<file path="config.mk">
export PLATFORM = sky130hd
export DESIGN_NAME = ysyx_23060096_ifu
export DESIGN_NICKNAME = d
export VERILOG_FILES = /design/src/rtl/ysyx_23060096_ifu.sv
export SDC_FILE = /design/constraint.sdc
export NUM_CORES = 1
export LEC_CHECK = 0
export CORE_MARGIN = 1
export CORE_UTILIZATION = 36
export DETAILED_ROUTE_END_ITERATION = 12
export HOLD_SLACK_MARGIN = 0.1
export PLACE_DENSITY = 0.74
export SETUP_SLACK_MARGIN = 0.2
export SLEW_MARGIN = 20
export SYNTH_ARGS = -nofsm -noshare
export SYNTH_HDL_FRONTEND = slang
export SYNTH_SLANG_ARGS = --single-unit
</file>
<file path="constraint.sdc">
create_clock -name clk -period 6.94 [get_ports clk]
set_clock_uncertainty 0.2 [all_clocks]
set_input_delay 1.735 -clock clk [delete_from_list [all_inputs] [get_ports clk]]
set_output_delay 1.735 -clock clk [all_outputs]
set_load 0.02 [all_outputs]
</file>
<file path="src/rtl/ysyx_23060096_ifu.sv">
// Instruction fetch unit: owns the PC, issues one 32-bit fetch at a time over a
// request/response bus, and presents one instruction at a time to decode
// through a valid/ready handshake.
// Execute can redirect the PC at any time. A redirect while a fetch is in flight
// kills that fetch. The killed response is drained and dropped before the next
// fetch is issued, so at most one request is ever outstanding.
module ysyx_23060096_ifu #(
  parameter logic [31:0] RESET_PC = 32'h8000_0000
) (
  input  logic        clk,
  input  logic        rst,
  // instruction memory request channel
  output logic        imem_req_valid,
  input  logic        imem_req_ready,
  output logic [31:0] imem_req_addr,
  // instruction memory response channel
  input  logic        imem_resp_valid,
  input  logic [31:0] imem_resp_data,
  input  logic        imem_resp_err,
  // PC redirect from execute (branch / jump / trap)
  input  logic        redirect_valid,
  input  logic [31:0] redirect_pc,
  // instruction slot towards decode / ImmGen
  output logic        out_valid,
  input  logic        out_ready,
  output logic [31:0] out_pc,
  output logic [31:0] out_inst,
  output logic        out_fault
);

  // canonical NOP (addi x0, x0, 0) used for faulting slots and after reset
  localparam logic [31:0] NOP_INST = 32'h0000_0013;

  typedef enum logic [1:0] {
    REQ  = 2'd0,  // issue a fetch for pcReg (or drain a killed response)
    WAIT = 2'd1,  // one request outstanding, waiting for its response
    HOLD = 2'd2   // instruction presented to decode
  } ifuState;

  ifuState     stateReg;
  logic [31:0] pcReg;
  logic        killReg;     // a dropped request still has a response in flight
  logic [31:0] outPcReg;
  logic [31:0] outInstReg;
  logic        outFaultReg;

  logic pcAligned;
  logic reqFire;

  assign pcAligned = (pcReg[1:0] == 2'b00);

  // A request goes out only from REQ with an aligned PC and no killed response
  // still in flight. It is held low during reset.
  assign imem_req_valid = !rst && (stateReg == REQ) && !killReg && pcAligned;
  assign imem_req_addr  = pcReg;
  assign reqFire        = imem_req_valid && imem_req_ready;

  assign out_valid = !rst && (stateReg == HOLD);
  assign out_pc    = outPcReg;
  assign out_inst  = outInstReg;
  assign out_fault = outFaultReg;

  // Fetch FSM: PC, kill flag and the presented instruction slot
  always_ff @(posedge clk) begin
    if (rst) begin
      stateReg    <= REQ;
      pcReg       <= RESET_PC;
      killReg     <= 1'b0;
      outPcReg    <= RESET_PC;
      outInstReg  <= NOP_INST;
      outFaultReg <= 1'b0;
    end else begin
      case (stateReg)
        REQ: begin
          // The response of a killed request ends the kill.
          // That response never reaches decode.
          if (killReg && imem_resp_valid) begin
            killReg <= 1'b0;
          end
          if (redirect_valid) begin
            // Stay here on the new PC. A request that fired in this same
            // cycle belongs to the old stream, so its response is killed.
            pcReg <= redirect_pc;
            if (reqFire) begin
              killReg <= 1'b1;
            end
          end else if (!killReg) begin
            if (!pcAligned) begin
              // Misaligned PC: skip the bus and present a fault slot directly
              stateReg    <= HOLD;
              outPcReg    <= pcReg;
              outInstReg  <= NOP_INST;
              outFaultReg <= 1'b1;
            end else if (reqFire) begin
              stateReg <= WAIT;
            end
          end
        end

        WAIT: begin
          if (redirect_valid) begin
            // Go back to REQ on the new PC. If the response has not come
            // in yet, mark it to be dropped when it does arrive. If it
            // arrives in this very cycle, it is simply discarded here.
            pcReg    <= redirect_pc;
            stateReg <= REQ;
            killReg  <= !imem_resp_valid;
          end else if (imem_resp_valid) begin
            stateReg    <= HOLD;
            outPcReg    <= pcReg;
            outInstReg  <= imem_resp_err ? NOP_INST : imem_resp_data;
            outFaultReg <= imem_resp_err;
          end
        end

        HOLD: begin
          // A redirect beats a consume in the same cycle, so the PC is
          // not stepped.
          if (redirect_valid) begin
            pcReg    <= redirect_pc;
            stateReg <= REQ;
          end else if (out_ready) begin
            pcReg    <= pcReg + 32'd4;
            stateReg <= REQ;
          end
        end

        default: begin
          stateReg <= REQ;
        end
      endcase
    end
  end

endmodule

</file>
==> run metrics <==
GRT met3 Usage 4.89%; cell taking the most area after synthesis dfxtp_1; via count 4,852; die height 114 um; cts repair resizes 0; Layout Nets 784; fin crit period 4810 ps; Hold WC Path Type flop to flop; f_max 208 MHz; Rows 40; WP buf/inv 2; Final HPWL DP 10.1 mm; DIE WIDTH 114 um; Worst slew margin 32.3%; CTS tree done; post-synth cell types 53; I/O Pins 170; EDFF count, synth 0; final total power 0.00144 W; WL per Instance 16.5 um; Final Hold Viols 0; Setup TNS 0 ps; GR Overflow Total 0; Yosys top cell area share 44.5%; clock slew at reported path FFs 70 ps; Worst Hold Endpoint out_pc[5]; Int Power 0.00101 W; CTS buffer count 9; global-route wire length before repair 23.2 mm; setup repair bufs after CTS 0; H-Tree Level Count 3; worst r2r path cells 6; Critical Path RT 5010 ps; share of cells above drive strength 1 4.32%; CTS root buf clkbuf_16; number of port buffers 169; YS warnings 0; ys flop type dfxtp_1; initial antenna violation count 0; hold_buf cts 0; switching pwr 0.000429 W; sequential element share of the synthesized area 44.5%; Sequential Power Share 45.0%; Routed Wire Length 14.6 mm; Final period util 69.3%; Least-Margin Pin Slew 1010 ps; worst vdd ir 0.000110 V; vias in the first global route 4,646; worst reg2reg setup slack 4120 ps; worst skew pair latency 350 ps; pin count of the biggest net entering global routing 70; cell count after synthesis 574; Area contributors post-synth dfxtp_1, nand2_1, a22oi_1; Post-Syn Area 0.00450 mm2; initial drt markers 550; met2 usage 37.4%; syn avg cell area 7.84 um2; critical-path cell list buf_4 -> nor3_1 -> clkdlybuf4s50_1; DR vias/cell 5.48; area grow syn2layout 46.5%; Max Cap Violations 0; GR peak layer met2; final RePlAce weighted congestion 0.883; Hold Path Depth 2; antenna cells 0; CP Class input pin to output port; # setup viols final 0; CP peak stage delay 660 ps; FF+latch count, synth 100; Crit. End Element output port; asr flop ratio synth 0%; met1 Track Usage GR 28.8%; hold_sp out_pc[5]; crit path DAT 2870 ps; fin. max-slew vios 0; GRT Overall Usage 22.5%; clock sinks 100; startpoint types input pin; CP max stage cell clkdlybuf4s50_1; power share of the clock group 37.0%; Routed Antenna Nets 0; CP delay by family, top buffers and inverters; CP Max Fanout 29; R2R Path End imem_req_addr[6]; switching share of power 29.8%; Pleak 2.28 nW; Logic pwr share 18.0%; drc violations 0; drt pass-1 iters 5; syn_nets 646; outcome completed; initial core utilization 37.2%; PwrDens 218 mW/mm2; r2r startpoint stateReg[1]; unrepaired setup endpoints after global routing no; core area 0.0121 mm2; worst-case clock buffer depth 2; Die ar. 0.0130 mm2
power groups by stage:
| stage | clock (W) | sequential [W] | combinational (W) |
|---|---|---|---|
| after global routing | 0.000560 | 0.000652 | 0.000280 |
| final | 0.000532 | 0.000647 | 0.000259 |
| after detailed placement | 0 | 0.000658 | 0.000257 |
| after floorplan | 0 | 0.000671 | 0.000114 |
| after CTS | 0.000538 | 0.000645 | 0.000259 |
| after global placement | 0 | 0.000657 | 0.000252 |
area by class of cell:
type / count / area (um2)
timing repair buffer: 173 / 1720
fill: 1144 / 5520
inverter: 6 / 22.5
tap: 168 / 210
sequential: 100 / 2000
clock inverter: 7 / 83.8
clock buffer: 9 / 225
multi-input combinational: 422 / 2330
cells in the final DEF (no fill, tap or decap), drive strengths merged, types with 4 or more instances in the layout:
cell and count:
clkdlybuf4s50 168, nor3 13, nand4 8, inv 8, and3 6, o21ai 23, nand3 24, a21oi 51
nor4 7, a31oi 7, mux2i 7, or4 4, dfxtp 100, nand2 106, a21o 4, o22ai 6
a211oi 6, buf 5, and2 10, clkbuf 9, a22oi 38, nor3b 4, nor2 60, or3 7
worst max-delay path by stage:
stage | startpoint | endpoint | slack (ps) | cells past startpoint
after global routing | rst | imem_req_valid | 2040 | 3
after detailed placement | redirect_valid | imem_req_addr[18] | 2100 | 5
after CTS | rst | imem_req_valid | 2130 | 3
final | rst | imem_req_valid | 2130 | 3
after global placement | rst | imem_req_valid | 2150 | 3
after floorplan | rst | out_valid | 2260 | 4
metal layers:
layer  share of wire (%)  up-vias
met5                   0        -
met4                 1.9        0
met3                 7.9       29
met2                  47      219
met1                  43     2274
li1                    -     2330
flip-flops by register name (all words and copies together), names as in the netlist:
signal	flops
imem_req_addr	32
killReg	1
out_fault	1
out_inst	32
out_pc	32
stateReg	2
cells in the mapped netlist, drive strengths merged (5+ instances only):
cell type / n
nand3: 24
and2: 10
dfxtp: 100
nand4: 8
a22oi: 38
o22ai: 6
a21oi: 51
a31oi: 7
a211oi: 6
o21ai: 23
inv: 5
nand2: 106
mux2i: 7
or3: 7
nor2: 60
and3: 6
nor4: 7
nor3: 13
clkbuf: 43
kinds of logic (layout without fill, tap and decap cells):
| logic type | after synthesis | in the layout | share of synthesized area, % |
|---|---|---|---|
| AND/OR/NAND/NOR | 258 | 258 | 26.9 |
| buffers and inverters | 52 | 195 | 4.42 |
| AO/OA/AOI/OAI | 155 | 155 | 22.1 |
| multiplexers | 8 | 8 | 1.81 |
| flip-flops | 100 | 100 | 44.5 |
| adder cells (fa/ha/maj) | 1 | 1 | 0.278 |
stage by stage:
| step | cell area [um2] | hold WS (ps) | util (%) | std cells | setup slack [ps] |
|---|---|---|---|---|---|
| detailed placement | 6270 | 246 | 51.8 | 869 | 2100 |
| finish | 6590 | 254 | 54.4 | 885 | 2130 |
| global placement | 6270 | 245 | 51.8 | 869 | 2150 |
| CTS | 6580 | 256 | 54.3 | 885 | 2130 |
| global route | 6590 | 278 | 54.4 | 885 | 2040 |
| floorplan | 4500 | 320 | - | 574 | 2260 |
tightest hold or removal path, delay by kind of cell, from the launching register on:
family	cells	cell delay [ps]
AND/OR/NAND/NOR	1	50
flip-flops	1	310
AO/OA/AOI/OAI	1	50
Power figures use the tool's default switching activity.
